**config.mk**
```make
export PLATFORM = sky130hd
export DESIGN_NAME = fir_feeder
export DESIGN_NICKNAME = d
export VERILOG_FILES = /design/src/rtl/fir_feeder.sv
export SDC_FILE = /design/constraint.sdc
export NUM_CORES = 1
export LEC_CHECK = 0
export BUFFER_PORTS_ARGS = -buffer_cell sky130_fd_sc_hd__clkbuf_2
export CAP_MARGIN = 20
export CORE_MARGIN = 2
export CORE_UTILIZATION = 64
export CTS_BUF_LIST = sky130_fd_sc_hd__clkbuf_8
export CTS_CLUSTER_DIAMETER = 120
export DETAILED_ROUTE_END_ITERATION = 10
export GPL_TIMING_DRIVEN = 1
export HOLD_SLACK_MARGIN = 0.05
export PLACE_DENSITY = 0.89
export SLEW_MARGIN = 10
export SYNTH_ARGS = -nofsm -noshare
export SYNTH_HDL_FRONTEND = slang
export SYNTH_SLANG_ARGS = --single-unit
```
**constraint.sdc**
```tcl
create_clock -name clk -period 7.9 [get_ports clk]
set_clock_uncertainty 0.15 [all_clocks]
set_input_delay 0.79 -clock clk [delete_from_list [all_inputs] [get_ports clk]]
set_output_delay 0.79 -clock clk [all_outputs]
set_load 0.01 [all_outputs]
```
**src/rtl/fir_feeder.sv**
```systemverilog
// fir_feeder: sample FIFO plus coefficient loader driving a FIR core's x_n/tvalid/set_coeffs inputs.
// Define FIR_FEEDER_FLUSH_EN to follow each drained stream with NBR_OF_TAPS zero samples.
module fir_feeder #(
    parameter int TAP_SIZE    = 2,
    parameter int NBR_OF_TAPS = 8,
    parameter int X_N_SIZE    = 6,
    parameter int FIFO_DEPTH  = 4
) (
    input  logic                            clk,
    input  logic                            reset_n,
    input  logic                            coef_wr,
    input  logic [TAP_SIZE*NBR_OF_TAPS-1:0] coef_data,
    output logic                            coef_ready,
    input  logic                            smp_valid,
    input  logic [X_N_SIZE-1:0]             smp_data,
    output logic                            smp_ready,
    output logic [X_N_SIZE-1:0]             x_n,
    output logic                            s_axis_fir_tvalid,
    output logic                            s_set_coeffs,
    output logic                            coef_err
);
    localparam int AW = $clog2(FIFO_DEPTH);
    localparam int CW = $clog2(NBR_OF_TAPS + 4);
`ifdef FIR_FEEDER_FLUSH_EN
    typedef enum logic [2:0] {IDLE, CONFIG, GAP, STREAM, FLUSH} state_t;
`else
    typedef enum logic [1:0] {IDLE, CONFIG, GAP, STREAM} state_t;
`endif
    state_t                            state;
    logic [X_N_SIZE-1:0]               mem [FIFO_DEPTH];
    logic [AW:0]                       wr, rd, occ_nxt;
    logic [TAP_SIZE*NBR_OF_TAPS-1:0]   coef_lat, coef_src;
    logic [X_N_SIZE-1:0]               w0, w1, w2;
    logic [CW-1:0]                     cnt;
    logic                              pending, push, pop, empty, accept;
    assign empty   = wr == rd;
    assign push    = smp_valid && smp_ready;
    assign accept  = coef_wr && coef_ready;
    assign pop     = !empty && !pending && (state == IDLE || state == STREAM);
    assign occ_nxt = wr - rd + (AW+1)'(push) - (AW+1)'(pop);
    // A request accepted on the very edge the load starts must supply the first word too
    assign coef_src = accept ? coef_data : coef_lat;
    assign w0 = X_N_SIZE'({coef_src[6*TAP_SIZE +: TAP_SIZE], coef_src[7*TAP_SIZE +: TAP_SIZE], {TAP_SIZE{1'b0}}});
    assign w1 = X_N_SIZE'({coef_lat[3*TAP_SIZE +: TAP_SIZE], coef_lat[4*TAP_SIZE +: TAP_SIZE], coef_lat[5*TAP_SIZE +: TAP_SIZE]});
    assign w2 = X_N_SIZE'({coef_lat[0 +: TAP_SIZE], coef_lat[TAP_SIZE +: TAP_SIZE], coef_lat[2*TAP_SIZE +: TAP_SIZE]});
    always_ff @(posedge clk) begin
        if (push) mem[wr[AW-1:0]] <= smp_data;
    end
    always_ff @(posedge clk or negedge reset_n) begin
        if (!reset_n) begin
            wr        <= '0;
            rd        <= '0;
            smp_ready <= 1'b0;
        end else begin
            wr        <= wr + (AW+1)'(push);
            rd        <= rd + (AW+1)'(pop);
            smp_ready <= occ_nxt != (AW+1)'(FIFO_DEPTH);
        end
    end
    always_ff @(posedge clk or negedge reset_n) begin
        if (!reset_n) begin
            state             <= IDLE;
            cnt               <= '0;
            pending           <= 1'b0;
            coef_lat          <= '0;
            coef_err          <= 1'b0;
            coef_ready        <= 1'b0;
            x_n               <= '0;
            s_axis_fir_tvalid <= 1'b0;
            s_set_coeffs      <= 1'b0;
        end else begin
            if (accept) begin
                coef_lat <= coef_data;
                pending  <= 1'b1;
            end
            if (coef_wr && !coef_ready) coef_err <= 1'b1;
            x_n               <= '0;
            s_axis_fir_tvalid <= 1'b0;
            s_set_coeffs      <= 1'b0;
            coef_ready        <= 1'b0;
            case (state)
                IDLE:
                    if (pending) begin
                        state        <= CONFIG;
                        cnt          <= '0;
                        x_n          <= w0;
                        s_set_coeffs <= 1'b1;
                    end else if (pop) begin
                        state             <= STREAM;
                        x_n               <= mem[rd[AW-1:0]];
                        s_axis_fir_tvalid <= 1'b1;
                        coef_ready        <= 1'b1;
                    end else begin
                        coef_ready <= 1'b1;
                    end
                CONFIG:
                    if (cnt == CW'(2)) begin
                        state <= GAP;
                    end else begin
                        cnt          <= cnt + 1'b1;
                        x_n          <= cnt == '0 ? w1 : w2;
                        s_set_coeffs <= 1'b1;
                    end
                GAP: begin
                    state      <= IDLE;
                    pending    <= 1'b0;
                    coef_ready <= 1'b1;
                end
                STREAM:
                    if (pop) begin
                        x_n               <= mem[rd[AW-1:0]];
                        s_axis_fir_tvalid <= 1'b1;
                        coef_ready        <= 1'b1;
`ifdef FIR_FEEDER_FLUSH_EN
                    end else if (!pending) begin
                        state             <= FLUSH;
                        cnt               <= '0;
                        s_axis_fir_tvalid <= 1'b1;
`endif
                    end else begin
                        state      <= IDLE;
                        coef_ready <= 1'b1;
                    end
`ifdef FIR_FEEDER_FLUSH_EN
                FLUSH:
                    if (cnt == CW'(NBR_OF_TAPS - 1)) begin
                        state      <= IDLE;
                        coef_ready <= 1'b1;
                    end else begin
                        cnt               <= cnt + 1'b1;
                        s_axis_fir_tvalid <= 1'b1;
                    end
`endif
                default: state <= IDLE;
            endcase
        end
    end
endmodule

```
==> impl_metrics.json, run 1 <==
{
  "power.total_uw": 1331,
  "hold_slack_ps": 308.9,
  "status": "completed",
  "clk_pin_slew_worst_paths_ps": 60,
  "port-buffer-count": 36,
  "cts-hold-fix-buffers": 0,
  "critPathLaunch": "state[0]",
  "remaining_drc_errors": 0,
  "postLayoutCellArea_um2": 3287,
  "vias_per_cell": 5.727,
  "worstSkewPairLatency_ps": 340,
  "start_util_pct": 66.64,
  "io_pins": 37,
  "tritoncts.num_buffers": 9,
  "synth_area_per_cell_um2": 14.46,
  "fin_crit_sh_pct": 42.27,
  "leakage_uw": 0.001481,
  "synth_warnings": 0,
  "grt_overflow_total": 0,
  "syn_nets": 245,
  "rsz0062_at_grt": "false",
  "async_reset_ff_share_pct": 62.50,
  "hold_class": "flip-flop to flip-flop",
  "pwr_density_cell_nw_per_um2": 404.9,
  "max_freq_mhz": 299.4,
  "critPathKind": "flip-flop to flip-flop",
  "grt_max_degree": 41,
  "rrSetupSlack_ps": 4560,
  "fin_crit_ps": 3340,
  "cts_tree": "yes",
  "r2r-start": "state[0]",
  "antenna_left": 0,
  "hp-start": "coef_err",
  "synth_edf_count": 24,
  "worstPathArrival_ps": 3410,
  "gp_congestion": 0.8093,
  "nets": 284,
  "wirelength_mm": 4.855,
  "core_area_um2": 4384,
  "diodes": 0,
  "drive_gt1_share_pct": 29.80,
  "maxCapViolCount": 0,
  "die_area_um2": 5122,
  "end_kind": "flip-flop",
  "ys_seq_area_share_pct": 58.93,
  "grtUsageTotal_pct": 21.56,
  "ys_ff_latch": 64,
  "ir_worst_vdd_mv": 0.2273,
  "syn_to_final_growth_pct": 12.51,
  "crit_required_ps": 7970,
  "grt_pass1_vias": 1724,
  "die_w_um": 71.57,
  "setup_violations": 0,
  "vias": 1701,
  "critPathMaxFanout": 5,
  "htreeDepth": 3,
  "dp_hpwl_mm": 3.534,
  "wl_per_cell_um": 16.35,
  "clock_path_buffers": 2,
  "worst_pin_slew_ps": 1047,
  "grt_pass1_wl_mm": 7.990,
  "synthFlopType": "dfrtp_1",
  "rows": 24,
  "synth_cell_type_count": 41,
  "chipHeight_um": 71.57,
  "setup_tns_ps": 0,
  "netlist_area_um2": 2922,
  "drt_pre_antenna_iters": 4,
  "cp-start-kind": "flip-flop",
  "synthCells": 202,
  "ctsResizeCount": 0,
  "antenna_found_initial": 0,
  "root_buffer": "clkbuf_8",
  "slew_violations": 0,
  "drtIter0Drc": 103,
  "max-slew-margin-rel_pct": 30.02,
  "cts_sinks": 64,
  "post-cts-setup-buffers": 0,
  "detailed_place.area_um2": 3119,
  "hold_violations": 0
}
==> registers in the layout (all words and copies together) (netlist names), 2 cells and up <==
signal,flops
mem,24
coef_lat,16
x_n,6
cnt,4
rd,3
wr,3
state,2
==> worst max-delay path, stage by stage (launching register included) <==
cell and delay [ps]:
dfrtp_1 420, inv_1 120, ha_1 320, a311oi_1 610, fa_1 290, inv_1 60
fa_1 440, ha_1 220, xor2_1 150, xnor2_1 130, or3_1 310
==> cells in the mapped netlist (all sizes together), types with 2 or more instances <==
cell     n  area (µm²)
a22oi    4       30.03
clkbuf   5       20.01
dfrtp   40        1001
ha      15       187.7
nand2    6       22.52
buf      3       27.52
a311oi   2       17.52
nor2    10       37.54
mux2    20       225.2
xor2     3       26.28
a21o     2       16.27
o22ai    4       25.02
inv     20       75.07
a31o     2       17.52
a21oi    3       15.01
mux4     6       157.7
mux2i    3       30.03
edfxtp  24       720.7
xnor2    6       52.55
fa       2       40.04
o32ai    2       17.52
and2     3       18.77
nor3b    3       27.52
a211o    2       17.52
==> cell families after synthesis <==
family | count (synthesis) | share of synthesized area, %
AOI/OAI and AO/OA | 26 | 7.024
xor gates and xnor gates | 9 | 2.698
adders and majority gates | 17 | 7.794
buffers and inverters | 28 | 4.196
DFF | 64 | 58.93
muxes | 29 | 14.13
and+or+nand+nor | 29 | 5.225
==> worst paths after layout <==
check,endpoint,depth (start not counted)
max,smp_ready,10
min,coef_err,1
max reg2reg,smp_ready,10
min reg2reg,coef_err,1
max in group asynchronous,wr[2],1
min in group asynchronous,coef_lat[3],1
==> cell usage in the layout, fill, tap and decap left out, drive strengths merged, types with 2 or more instances in the layout <==
cell type / count
ha: 15
mux2i: 3
mux2: 20
xnor2: 6
and2: 3
a21oi: 3
a31o: 2
inv: 23
nor2: 10
xor2: 3
nor3b: 3
a22oi: 4
mux4: 6
a311oi: 2
a21o: 2
fa: 2
nand2: 6
dfrtp: 40
a211o: 2
o32ai: 2
edfxtp: 24
clkbuf: 47
o22ai: 4
==> routing by layer <==
layer  wire length, µm  track usage, %
met3               264           7.454
met2              2484           36.52
met1              2020           25.49
met5                 0               0
met4                85           8.176
==> layout make-up <==
cell class	count	area [µm²]
clock inverters	4	16.27
flip-flops and latches	64	1722
multi-input cells	110	1077
fillers	289	1097
clock buffers	11	151.4
well taps	52	65.06
inverters	20	75.07
repair buffers	36	180.2
==> report_power, final <==
part | internal, µW | switching (µW) | total [µW]
Combinational | 270 | 281 | 551
Sequential | 465 | 80.4 | 545
Clock | 125 | 109 | 234
==> per-stage QoR <==
step	utilization, %	cells	setup WS, ps
3_5_place_dp	71.15	282	4560
5_1_grt	74.97	297	4351
4_1_cts	74.97	297	4562
3_3_place_gp	71.15	282	4713
2_1_floorplan	-	202	4842
6_report	74.97	297	4560
Note: power is estimated with default switching activity, not from simulation.
==> run 2, diff against run 1 <==
--- a/config.mk
+++ b/config.mk
@@ -8,13 +8,13 @@
 export BUFFER_PORTS_ARGS = -buffer_cell sky130_fd_sc_hd__clkbuf_2
 export CAP_MARGIN = 20
 export CORE_MARGIN = 2
-export CORE_UTILIZATION = 64
+export CORE_UTILIZATION = 60
 export CTS_BUF_LIST = sky130_fd_sc_hd__clkbuf_8
 export CTS_CLUSTER_DIAMETER = 120
 export DETAILED_ROUTE_END_ITERATION = 10
 export GPL_TIMING_DRIVEN = 1
 export HOLD_SLACK_MARGIN = 0.05
-export PLACE_DENSITY = 0.89
+export PLACE_DENSITY = 0.84
 export SLEW_MARGIN = 10
 export SYNTH_ARGS = -nofsm -noshare
 export SYNTH_HDL_FRONTEND = slang
==> constraint.sdc (replaced) <==
create_clock -name clk -period 3.51 [get_ports clk]
set_clock_uncertainty 0.15 [all_clocks]
set_input_delay 0.351 -clock clk [delete_from_list [all_inputs] [get_ports clk]]
set_output_delay 0.351 -clock clk [all_outputs]
set_load 0.01 [all_outputs]
==> run 2 against run 1 <==
Against the previous run: wire length is 2.5% higher; power up 140%; critical path depth is the same; critical path type unchanged.
==> impl_metrics.json, run 2 (same netlist as run 1, synthesis figures left out) <==
{
  "worstPathArrival_ps": 3080,
  "tritoncts.num_buffers": 9,
  "max_freq_mhz": 332.3,
  "remaining_drc_errors": 0,
  "grt_overflow_total": 0,
  "root_buffer": "clkbuf_8",
  "drtIter0Drc": 156,
  "worstSkewPairLatency_ps": 340,
  "pwr-share-comb_pct": 39.8,
  "grt_pass1_wl_mm": 8.155,
  "antenna_left": 0,
  "fin_crit_ps": 3010,
  "slew_violations": 0,
  "die_w_um": 73.78,
  "syn_to_final_growth_pct": 15.20,
  "crit_required_ps": 3580,
  "critPathMaxFanout": 5,
  "cts_tree": "yes",
  "rsz0062_at_grt": "false",
  "setup_violations": 0,
  "cp_slowest_cell": "fa_1",
  "met1_length_mm": 2.070,
  "status": "completed",
  "p_sw_share_pct": 34.69,
  "maxCapViolCount": 0,
  "clk_pin_slew_worst_paths_ps": 70,
  "worst_pin_slew_ps": 1038,
  "ctsResizeCount": 0,
  "grt_pass1_vias": 1752,
  "ir_worst_vdd_mv": 0.5612,
  "htreeDepth": 3,
  "chipHeight_um": 73.78,
  "vias": 1735,
  "diodes": 0,
  "hold_violations": 0,
  "rows": 25,
  "cp-start-kind": "flip-flop",
  "seq_power_share_pct": 39.0,
  "post-cts-setup-buffers": 0,
  "num-fill-cells": 321,
  "fin_crit_sh_pct": 85.75,
  "drive_gt1_share_pct": 31.05,
  "layout_commonest_cell": "dfrtp_1",
  "grt_max_degree": 41,
  "setup_tns_ps": 0,
  "die_area_um2": 5443,
  "final_cell_mix": "40 x dfrtp_1, 36 x clkbuf_2, 24 x edfxtp_1",
  "port-buffer-count": 36,
  "end_kind": "flip-flop",
  "antenna_found_initial": 0,
  "start_util_pct": 61.85,
  "cp_cell_sequence": "inv_1 > ha_1 > a311oi_1 > fa_1 > inv_1 > fa_1 > ha_1 > xor2_1 > xnor2_1 > or3_1",
  "pwr-share-clk_pct": 21.1,
  "gp_congestion": 0.8796,
  "io_pins": 37,
  "met3_length_um": 244,
  "leakage_uw": 0.001498,
  "wirelength_mm": 4.976,
  "whs_path_depth": 1,
  "dp_hpwl_mm": 3.581,
  "hold_class": "input port to flip-flop",
  "clock_path_buffers": 2,
  "wl_per_cell_um": 15.80,
  "rrSetupSlack_ps": 500,
  "dr.max_layer_used": "met4",
  "largest_reg_flops": 24,
  "critPathKind": "flip-flop to flip-flop",
  "p_switching_uw": 1094,
  "p_int_uw": 2060,
  "nets": 286,
  "critPathMaxStageDelay_ps": 430,
  "vias_per_cell": 5.508,
  "pwr_density_cell_nw_per_um2": 937.3,
  "max-slew-margin-rel_pct": 30.68,
  "grtUsageTotal_pct": 20.65,
  "hold_slack_ps": 84.25,
  "r2r_cells": 10,
  "core_area_um2": 4723,
  "drt_pre_antenna_iters": 4,
  "cts_sinks": 64,
  "wl_met2_mm": 2.569
}
==> run 2: changes by cell type in the layout (fill, tap and decap cells not counted), sizes merged <==
cell	delta
clkinvlp	+1
buf	+1
inv	-3
clkbuf	-2
dlygate4sd3	+1
clkinv	+3
bufinv	+2
==> run 2: final cells by class <==
type                    instances  area (µm²)  area share, %
flip-flops and latches         64        1722          51.15
multi-input cells             110        1077          32.01
repair buffers                 38       197.7          5.874
clock buffers                   9       123.9          3.680
clock inverters                 7       86.33          2.565
well taps                      67       83.83          2.491
inverters                      20       75.07          2.230
==> run 2: final timing paths <==
path	start	end
max	state[0]	smp_ready
min reg2reg	coef_err	coef_err
min in group asynchronous	reset_n	coef_lat[7]
max in group asynchronous	reset_n	wr[1]
min	smp_data[2]	mem[1][2]
max reg2reg	state[0]	smp_ready
==> run 2: through the flow <==
stage	utilization [%]	std cells	total power, µW	setup WS [ps]	instance area, µm²
floorplan	-	202	2187	452.5	2922
global placement	66.60	298	2436	589.0	3146
detailed placement	66.60	298	2507	487.6	3146
CTS	71.26	315	3181	478.5	3366
global route	71.26	315	3401	288.3	3366
finish	71.26	315	3155	500.3	3366
==> run 2: what timing repair did <==
item,CTS,global route
hold buffers,1,0
hold endpoints to repair,40,0
endpoints found under the setup margin,0,0
==> run 2: per-layer routing <==
metal  vias up  GRT usage (%)
met4         0          9.293
met2        54          35.71
met3        11          4.801
met1       854          24.42
li1        816              -
met5         -              0
==> run 2: power by group through the flow <==
stage               clock (µW)  sequential (µW)  combinational (µW)
detailed placement           0             1250                1260
CTS                        677             1230                1270
floorplan                    0             1190                1000
global placement             0             1230                1210
finish                     667             1230                1260
global route               717             1260                1420
==> run 2: critical path, delay by kind of cell (launching register included) <==
kind / cells / cell delay [ps]
compound gates: 1 / 360
buf+inv: 2 / 170
fa+ha+maj: 4 / 1220
simple gates: 1 / 300
flops: 1 / 410
xor+xnor: 2 / 280
